==> src/rtl/core_run_ctrl.sv <==
// core_run_ctrl: run/step/halt/reset controller gating a single-cycle RV32I core.
// Breakpoint support (bp_addr, bp_valid, skip_bp) is compiled in when RUN_CTRL_BREAKPOINT_EN is defined.
module core_run_ctrl #(
    parameter int unsigned RST_CYCLES  = 4,
    parameter logic [31:0] EBREAK_WORD = 32'h00100073
) (
    input  logic        CLK,
    input  logic        reset,
    input  logic        cmd_valid,
    output logic        cmd_ready,
    input  logic [2:0]  cmd_op,
    input  logic [31:0] cmd_arg,
    input  logic [31:0] core_pc,
    input  logic [31:0] core_instr,
    output logic        core_en,
    output logic        core_rst,
    output logic [1:0]  state,
    output logic [1:0]  halt_cause,
    output logic [31:0] cycle_cnt,
    output logic [31:0] retire_cnt
);
    typedef enum logic [1:0] {
        ST_RESET = 2'd0,
        ST_HALT  = 2'd1,
        ST_RUN   = 2'd2,
        ST_STEP  = 2'd3
    } state_t;

    localparam logic [2:0]  OP_RUN       = 3'd1;
    localparam logic [2:0]  OP_STEP      = 3'd2;
    localparam logic [2:0]  OP_HALT      = 3'd3;
    localparam logic [2:0]  OP_RESET     = 3'd4;
    localparam logic [1:0]  CAUSE_HOST   = 2'd0;
    localparam logic [1:0]  CAUSE_STEP   = 2'd1;
    localparam logic [1:0]  CAUSE_EBREAK = 2'd2;
    localparam logic [1:0]  CAUSE_BP     = 2'd3;
    localparam logic [31:0] RST_LOAD     = 32'(RST_CYCLES - 1);

    state_t      state_q, state_d;
    logic [31:0] rst_cnt_q, rst_cnt_d;
    logic [1:0]  halt_cause_q, halt_cause_d;
    logic [31:0] steps_left_q, steps_left_d;
    logic [31:0] cycle_cnt_q, cycle_cnt_d;
    logic [31:0] retire_cnt_q, retire_cnt_d;

    logic        accept_s;
    logic        ebreak_s;
    logic        bp_hit_s;
    logic        stop_now_s;
    logic        executing_s;
    logic        resume_s;
    logic        rst_cmd_s;
    logic [31:0] step_load_s;

    assign cmd_ready   = (state_q != ST_RESET);
    assign accept_s    = cmd_valid && cmd_ready;
    assign ebreak_s    = (core_instr == EBREAK_WORD);
    assign stop_now_s  = ebreak_s || bp_hit_s;
    assign executing_s = (state_q == ST_RUN) || (state_q == ST_STEP);
    assign core_en     = executing_s && !stop_now_s;
    assign core_rst    = (state_q == ST_RESET);
    assign state       = state_q;
    assign halt_cause  = halt_cause_q;
    assign cycle_cnt   = cycle_cnt_q;
    assign retire_cnt  = retire_cnt_q;
    assign step_load_s = (cmd_arg == 32'd0) ? 32'd1 : cmd_arg;

    // Next-state, halt cause, step budget and counters.
    always_comb begin
        state_d      = state_q;
        rst_cnt_d    = rst_cnt_q;
        halt_cause_d = halt_cause_q;
        steps_left_d = steps_left_q;
        cycle_cnt_d  = cycle_cnt_q;
        retire_cnt_d = retire_cnt_q;
        resume_s     = 1'b0;
        rst_cmd_s    = 1'b0;

        if (executing_s) begin
            cycle_cnt_d = cycle_cnt_q + 32'd1;
        end else begin
            cycle_cnt_d = cycle_cnt_q;
        end
        if (core_en) begin
            retire_cnt_d = retire_cnt_q + 32'd1;
        end else begin
            retire_cnt_d = retire_cnt_q;
        end
        if (core_en && (state_q == ST_STEP)) begin
            steps_left_d = steps_left_q - 32'd1;
        end else begin
            steps_left_d = steps_left_q;
        end

        case (state_q)
            ST_RESET: begin
                if (rst_cnt_q == 32'd0) begin
                    state_d      = ST_HALT;
                    halt_cause_d = CAUSE_HOST;
                end else begin
                    rst_cnt_d = rst_cnt_q - 32'd1;
                end
            end
            ST_HALT: begin
                // After EBREAK only RESET_CORE may leave HALT.
                if (accept_s && ((cmd_op == OP_RUN) || (cmd_op == OP_STEP)) &&
                    (halt_cause_q != CAUSE_EBREAK)) begin
                    resume_s = 1'b1;
                    if (cmd_op == OP_STEP) begin
                        state_d      = ST_STEP;
                        steps_left_d = step_load_s;
                    end else begin
                        state_d = ST_RUN;
                    end
                end else begin
                    state_d = ST_HALT;
                end
            end
            ST_RUN, ST_STEP: begin
                // Automatic stops outrank step completion, which outranks host commands.
                if (stop_now_s) begin
                    state_d      = ST_HALT;
                    halt_cause_d = ebreak_s ? CAUSE_EBREAK : CAUSE_BP;
                end else if ((state_q == ST_STEP) && core_en && (steps_left_q == 32'd1)) begin
                    state_d      = ST_HALT;
                    halt_cause_d = CAUSE_STEP;
                end else if (accept_s && (cmd_op == OP_HALT)) begin
                    state_d      = ST_HALT;
                    halt_cause_d = CAUSE_HOST;
                end else if (accept_s && (cmd_op == OP_RUN)) begin
                    state_d = ST_RUN;
                end else if (accept_s && (cmd_op == OP_STEP) && (state_q == ST_RUN)) begin
                    state_d      = ST_STEP;
                    steps_left_d = step_load_s;
                end else begin
                    state_d = state_q;
                end
            end
            default: begin
                state_d = ST_RESET;
            end
        endcase

        if (accept_s && (cmd_op == OP_RESET)) begin
            rst_cmd_s    = 1'b1;
            state_d      = ST_RESET;
            rst_cnt_d    = RST_LOAD;
            halt_cause_d = CAUSE_HOST;
            steps_left_d = 32'd0;
            cycle_cnt_d  = 32'd0;
            retire_cnt_d = 32'd0;
        end else begin
            rst_cmd_s = 1'b0;
        end
    end

    // Controller state registers.
    always_ff @(posedge CLK) begin
        if (reset) begin
            state_q      <= ST_RESET;
            rst_cnt_q    <= RST_LOAD;
            halt_cause_q <= CAUSE_HOST;
            steps_left_q <= 32'd0;
            cycle_cnt_q  <= 32'd0;
            retire_cnt_q <= 32'd0;
        end else begin
            state_q      <= state_d;
            rst_cnt_q    <= rst_cnt_d;
            halt_cause_q <= halt_cause_d;
            steps_left_q <= steps_left_d;
            cycle_cnt_q  <= cycle_cnt_d;
            retire_cnt_q <= retire_cnt_d;
        end
    end

`ifdef RUN_CTRL_BREAKPOINT_EN
    localparam logic [2:0] OP_SET_BP = 3'd5;
    localparam logic [2:0] OP_CLR_BP = 3'd6;

    logic [31:0] bp_addr_q, bp_addr_d;
    logic        bp_valid_q, bp_valid_d;
    logic        skip_bp_q, skip_bp_d;

    assign bp_hit_s = bp_valid_q && (core_pc == bp_addr_q) && !skip_bp_q;

    // Breakpoint registers; skip_bp lets one instruction retire at the breakpoint PC on resume.
    always_comb begin
        bp_addr_d  = bp_addr_q;
        bp_valid_d = bp_valid_q;
        skip_bp_d  = skip_bp_q;
        if (accept_s && (cmd_op == OP_SET_BP)) begin
            bp_addr_d  = cmd_arg;
            bp_valid_d = 1'b1;
        end else if (accept_s && (cmd_op == OP_CLR_BP)) begin
            bp_valid_d = 1'b0;
        end else begin
            bp_valid_d = bp_valid_q;
        end
        if (rst_cmd_s || core_en) begin
            skip_bp_d = 1'b0;
        end else if (resume_s && (halt_cause_q == CAUSE_BP)) begin
            skip_bp_d = 1'b1;
        end else begin
            skip_bp_d = skip_bp_q;
        end
    end

    // Breakpoint state registers.
    always_ff @(posedge CLK) begin
        if (reset) begin
            bp_addr_q  <= 32'd0;
            bp_valid_q <= 1'b0;
            skip_bp_q  <= 1'b0;
        end else begin
            bp_addr_q  <= bp_addr_d;
            bp_valid_q <= bp_valid_d;
            skip_bp_q  <= skip_bp_d;
        end
    end
`else
    logic unused_bp_s;

    assign bp_hit_s    = 1'b0;
    assign unused_bp_s = ^{core_pc, resume_s, rst_cmd_s};
`endif

endmodule

==> config.mk <==
export PLATFORM = sky130hd
export DESIGN_NAME = core_run_ctrl
export DESIGN_NICKNAME = d
export VERILOG_FILES = /design/src/rtl/core_run_ctrl.sv
export SDC_FILE = /design/constraint.sdc
export NUM_CORES = 1
export LEC_CHECK = 0
export CORE_ASPECT_RATIO = 0.8
export CORE_UTILIZATION = 41
export DETAILED_ROUTE_END_ITERATION = 10
export PLACE_DENSITY = 0.69
export SLEW_MARGIN = 20
export SYNTH_ARGS = -nofsm -noshare
export SYNTH_HDL_FRONTEND = slang
export SYNTH_SLANG_ARGS = --single-unit
==> constraint.sdc <==
create_clock -name CLK -period 4.1 [get_ports CLK]
set_clock_uncertainty 0.1 [all_clocks]
set_input_delay 0.82 -clock CLK [delete_from_list [all_inputs] [get_ports CLK]]
set_output_delay 0.82 -clock CLK [all_outputs]
set_load 0.02 [all_outputs]
==> flow_metrics.tcl <==
set metrics [dict create \
    min_path_type "reg -> reg" \
    die_w_um 144 \
    fillers 1461 \
    finalHoldViolations 0 \
    cellPowerDensity_nw_per_um2 444 \
    start_util_pct 41.9 \
    antenna_found_initial 0 \
    routed-wl-met2_um 7060 \
    cts.clk_slew.worst_paths_ps 60 \
    critPathTopFamily "buffers and inverters" \
    regArea_um2 2640 \
    drtIter0Drc 320 \
    cp_slowest_stage_delay_ps 550 \
    post_cts_buffers 0 \
    holdPathStages 1 \
    syn_area_um2 6580 \
    vias 5965 \
    worstRegToRegCells 7 \
    synth_top_area_share_pct 40.2 \
    crit_top_cell "clkdlybuf4s50_1" \
    yosys_warnings 0 \
    multi_input_area_um2 3670 \
    overflow 0 \
    ir_drop_v 0.000311 \
    synthArstFlopShare_pct 0 \
    grt_pass1_wl_um 26900 \
    h-tree-depth 4 \
    cts_resized 0 \
    critPathLaunchType "input port" \
    clk_latency_ps 410 \
    worst-setup-path-type "in -> out" \
    wirelength_um 16200 \
    wl_met1_um 8040 \
    pre_cts_ws_ps 406 \
    postSynthCellCount 774 \
    synthTopCellsByCount "132 x dfxtp_1, 111 x nor2_1, 64 x xor2_1" \
    synthTopCellsByArea "dfxtp_1 40%, xor2_1 8.5%, xnor2_1 6.5%" \
    wl_met3_um 951 \
    antenna_cells 0 \
    setup_ws_ps 438 \
    synth_area_per_cell_um2 8.50 \
    ys_seq_area_share_pct 40.2 \
    nets 1015 \
    max_freq_mhz 273 \
    grt_usage_pct 20.6 \
    die_y_um 115 \
    rows 41 \
    worstReg2RegEnd "rst_cnt_q[26]" \
    cts_sinks 132 \
    min_to "halt_cause[1]" \
    cpMaxStageDelayCell "clkdlybuf4s50_1" \
    fin_crit_sh_pct 89.3 \
    clockBufferDepth 2 \
    setup_tns_ps 0 \
    wire_per_inst_um 14.3 \
    power.leakage_nw 3.21 \
    synth_edf_count 0 \
    postRouteAntennaNets 0 \
    core_area_um2 15700 \
    maxSlewViolCount 0 \
    drive_gt1_share_pct 6.09 \
    cts_root_buf "clkbuf_16" \
    pin_count 173 \
    viasPerCell 5.26 \
    crit_buf_inv 3 \
    critical_path.cell_chain "clkdlybuf4s50_1 -> nor4bb_1 -> nand4_2 -> o21ai_1 -> inv_1 -> clkdlybuf4s50_1" \
    dieArea_um2 16600 \
    cts_tree "done" \
    syn_to_final_growth_pct 33.0 \
    ys.flop_type "dfxtp_1" \
    numCtsBuffers 17 \
    postCtsHoldBufs 0 \
    max-slew-margin-rel_pct 29.9 \
    rsz0062_at_grt "false" \
    ys_types 55 \
    r2r_start "state[0]" \
    drv_cap 0 \
    setup_viol 0 \
    p_total_w 0.00389 \
    hp-start "halt_cause[1]" \
    drcViolationCount 0 \
    crit_path_end_kind "output pin" \
    yosys_register_bits 132 \
    io_buffers 140 \
    required_ps 3180 \
    grt_max_degree 40 \
    synthesis.nets 881 \
    top_layer "met4" \
    critical_path_arrival_ps 2740 \
    grt_pass1_vias 5537 \
    period_minus_slack_ps 3660 \
    synth_top_cell_by_area "dfxtp_1" \
    worstMarginPinSlew_ps 1050 \
    crit_fanout 2 \
    yosysMostFrequentCell "dfxtp_1" \
    hpwlAfterDp_um 11700 \
    status "finished, final reports clean" \
    gp_congestion 0.813 \
    reg2reg_slack_ps 1360 \
    drtPass1Iterations 4 \
]
-- worst max path at each step --
| stage | cells past startpoint | slack [ps] | start | to |
|---|---|---|---|---|
| floorplan | 5 | 980 | core_instr[13] | core_en |
| CTS | 6 | 410 | core_instr[4] | core_en |
| global placement | 6 | 400 | core_instr[4] | core_en |
| finish | 6 | 440 | core_instr[4] | core_en |
| detailed placement | 6 | 410 | core_instr[4] | core_en |
| global route | 6 | 280 | core_instr[17] | core_en |
-- state kept, by name (all words and copies together) (netlist names) --
name	count
cycle_cnt	32
halt_cause	2
retire_cnt	32
rst_cnt_q	32
state	2
steps_left_q	32
-- layout make-up --
| cell class | count | area share, % |
|---|---|---|
| Timing Repair Buffer | 154 | 17.2 |
| Clock inverter | 8 | 1.46 |
| Clock buffer | 22 | 5.31 |
| Multi-Input combinational cell | 584 | 41.9 |
| Inverter | 19 | 0.815 |
| Sequential cell | 132 | 30.2 |
| Tap cell | 215 | 3.07 |
-- cell usage in the layout, fill, tap and decap left out, types with 5 or more instances in the layout --
cell,netlist,routed
nand4_1,23,23
ha_1,5,5
o211ai_1,5,5
nor2b_1,6,6
clkdlybuf4s50_1,0,140
and4_1,6,6
or4_1,5,5
o21ai_0,24,24
xor2_1,64,64
buf_4,1,14
nor4_1,38,38
nand2_1,47,47
nor3_1,42,42
nand3_1,30,30
xnor2_1,49,49
inv_1,19,19
a22o_1,18,18
dfxtp_1,132,132
nand4b_1,6,6
and3_1,9,9
nor2_1,111,111
or3_1,19,19
clkbuf_16,0,17
a21oi_1,23,23
nor4b_1,5,5
-- report_power, final --
group | switching, W | leakage (nW) | internal (W)
Clock | 0.000547 | 0.282 | 0.000982
Sequential | 0.0000955 | 1.06 | 0.00138
Combinational | 0.000509 | 1.86 | 0.000378
-- layer usage --
| layer | up-vias | GRT usage [%] |
|---|---|---|
| li1 | 3021 | - |
| met1 | 2762 | 28.7 |
| met2 | 169 | 31.4 |
| met3 | 13 | 4.58 |
| met4 | 0 | 7.16 |
| met5 | - | 0 |
-- logic make-up after synthesis --
| group | synth area share, % |
|---|---|
| xor+xnor | 15.0 |
| simple gates | 30.6 |
| mux | 0.152 |
| flops | 40.2 |
| compound gates | 8.90 |
| fa+ha+maj | 0.951 |
| buf+inv | 4.17 |
-- stage by stage --
step / cell area (µm²) / hold WS (ps) / util, % / instances
after global routing: 8750 / 427 / 55.7 / 1134
final: 8750 / 404 / 55.7 / 1134
after global placement: 8160 / 374 / 52.0 / 1104
after floorplan: 6580 / 371 / - / 774
after detailed placement: 8160 / 387 / 52.0 / 1104
after CTS: 8750 / 401 / 55.7 / 1134
Note: power is estimated with default switching activity, not from simulation.
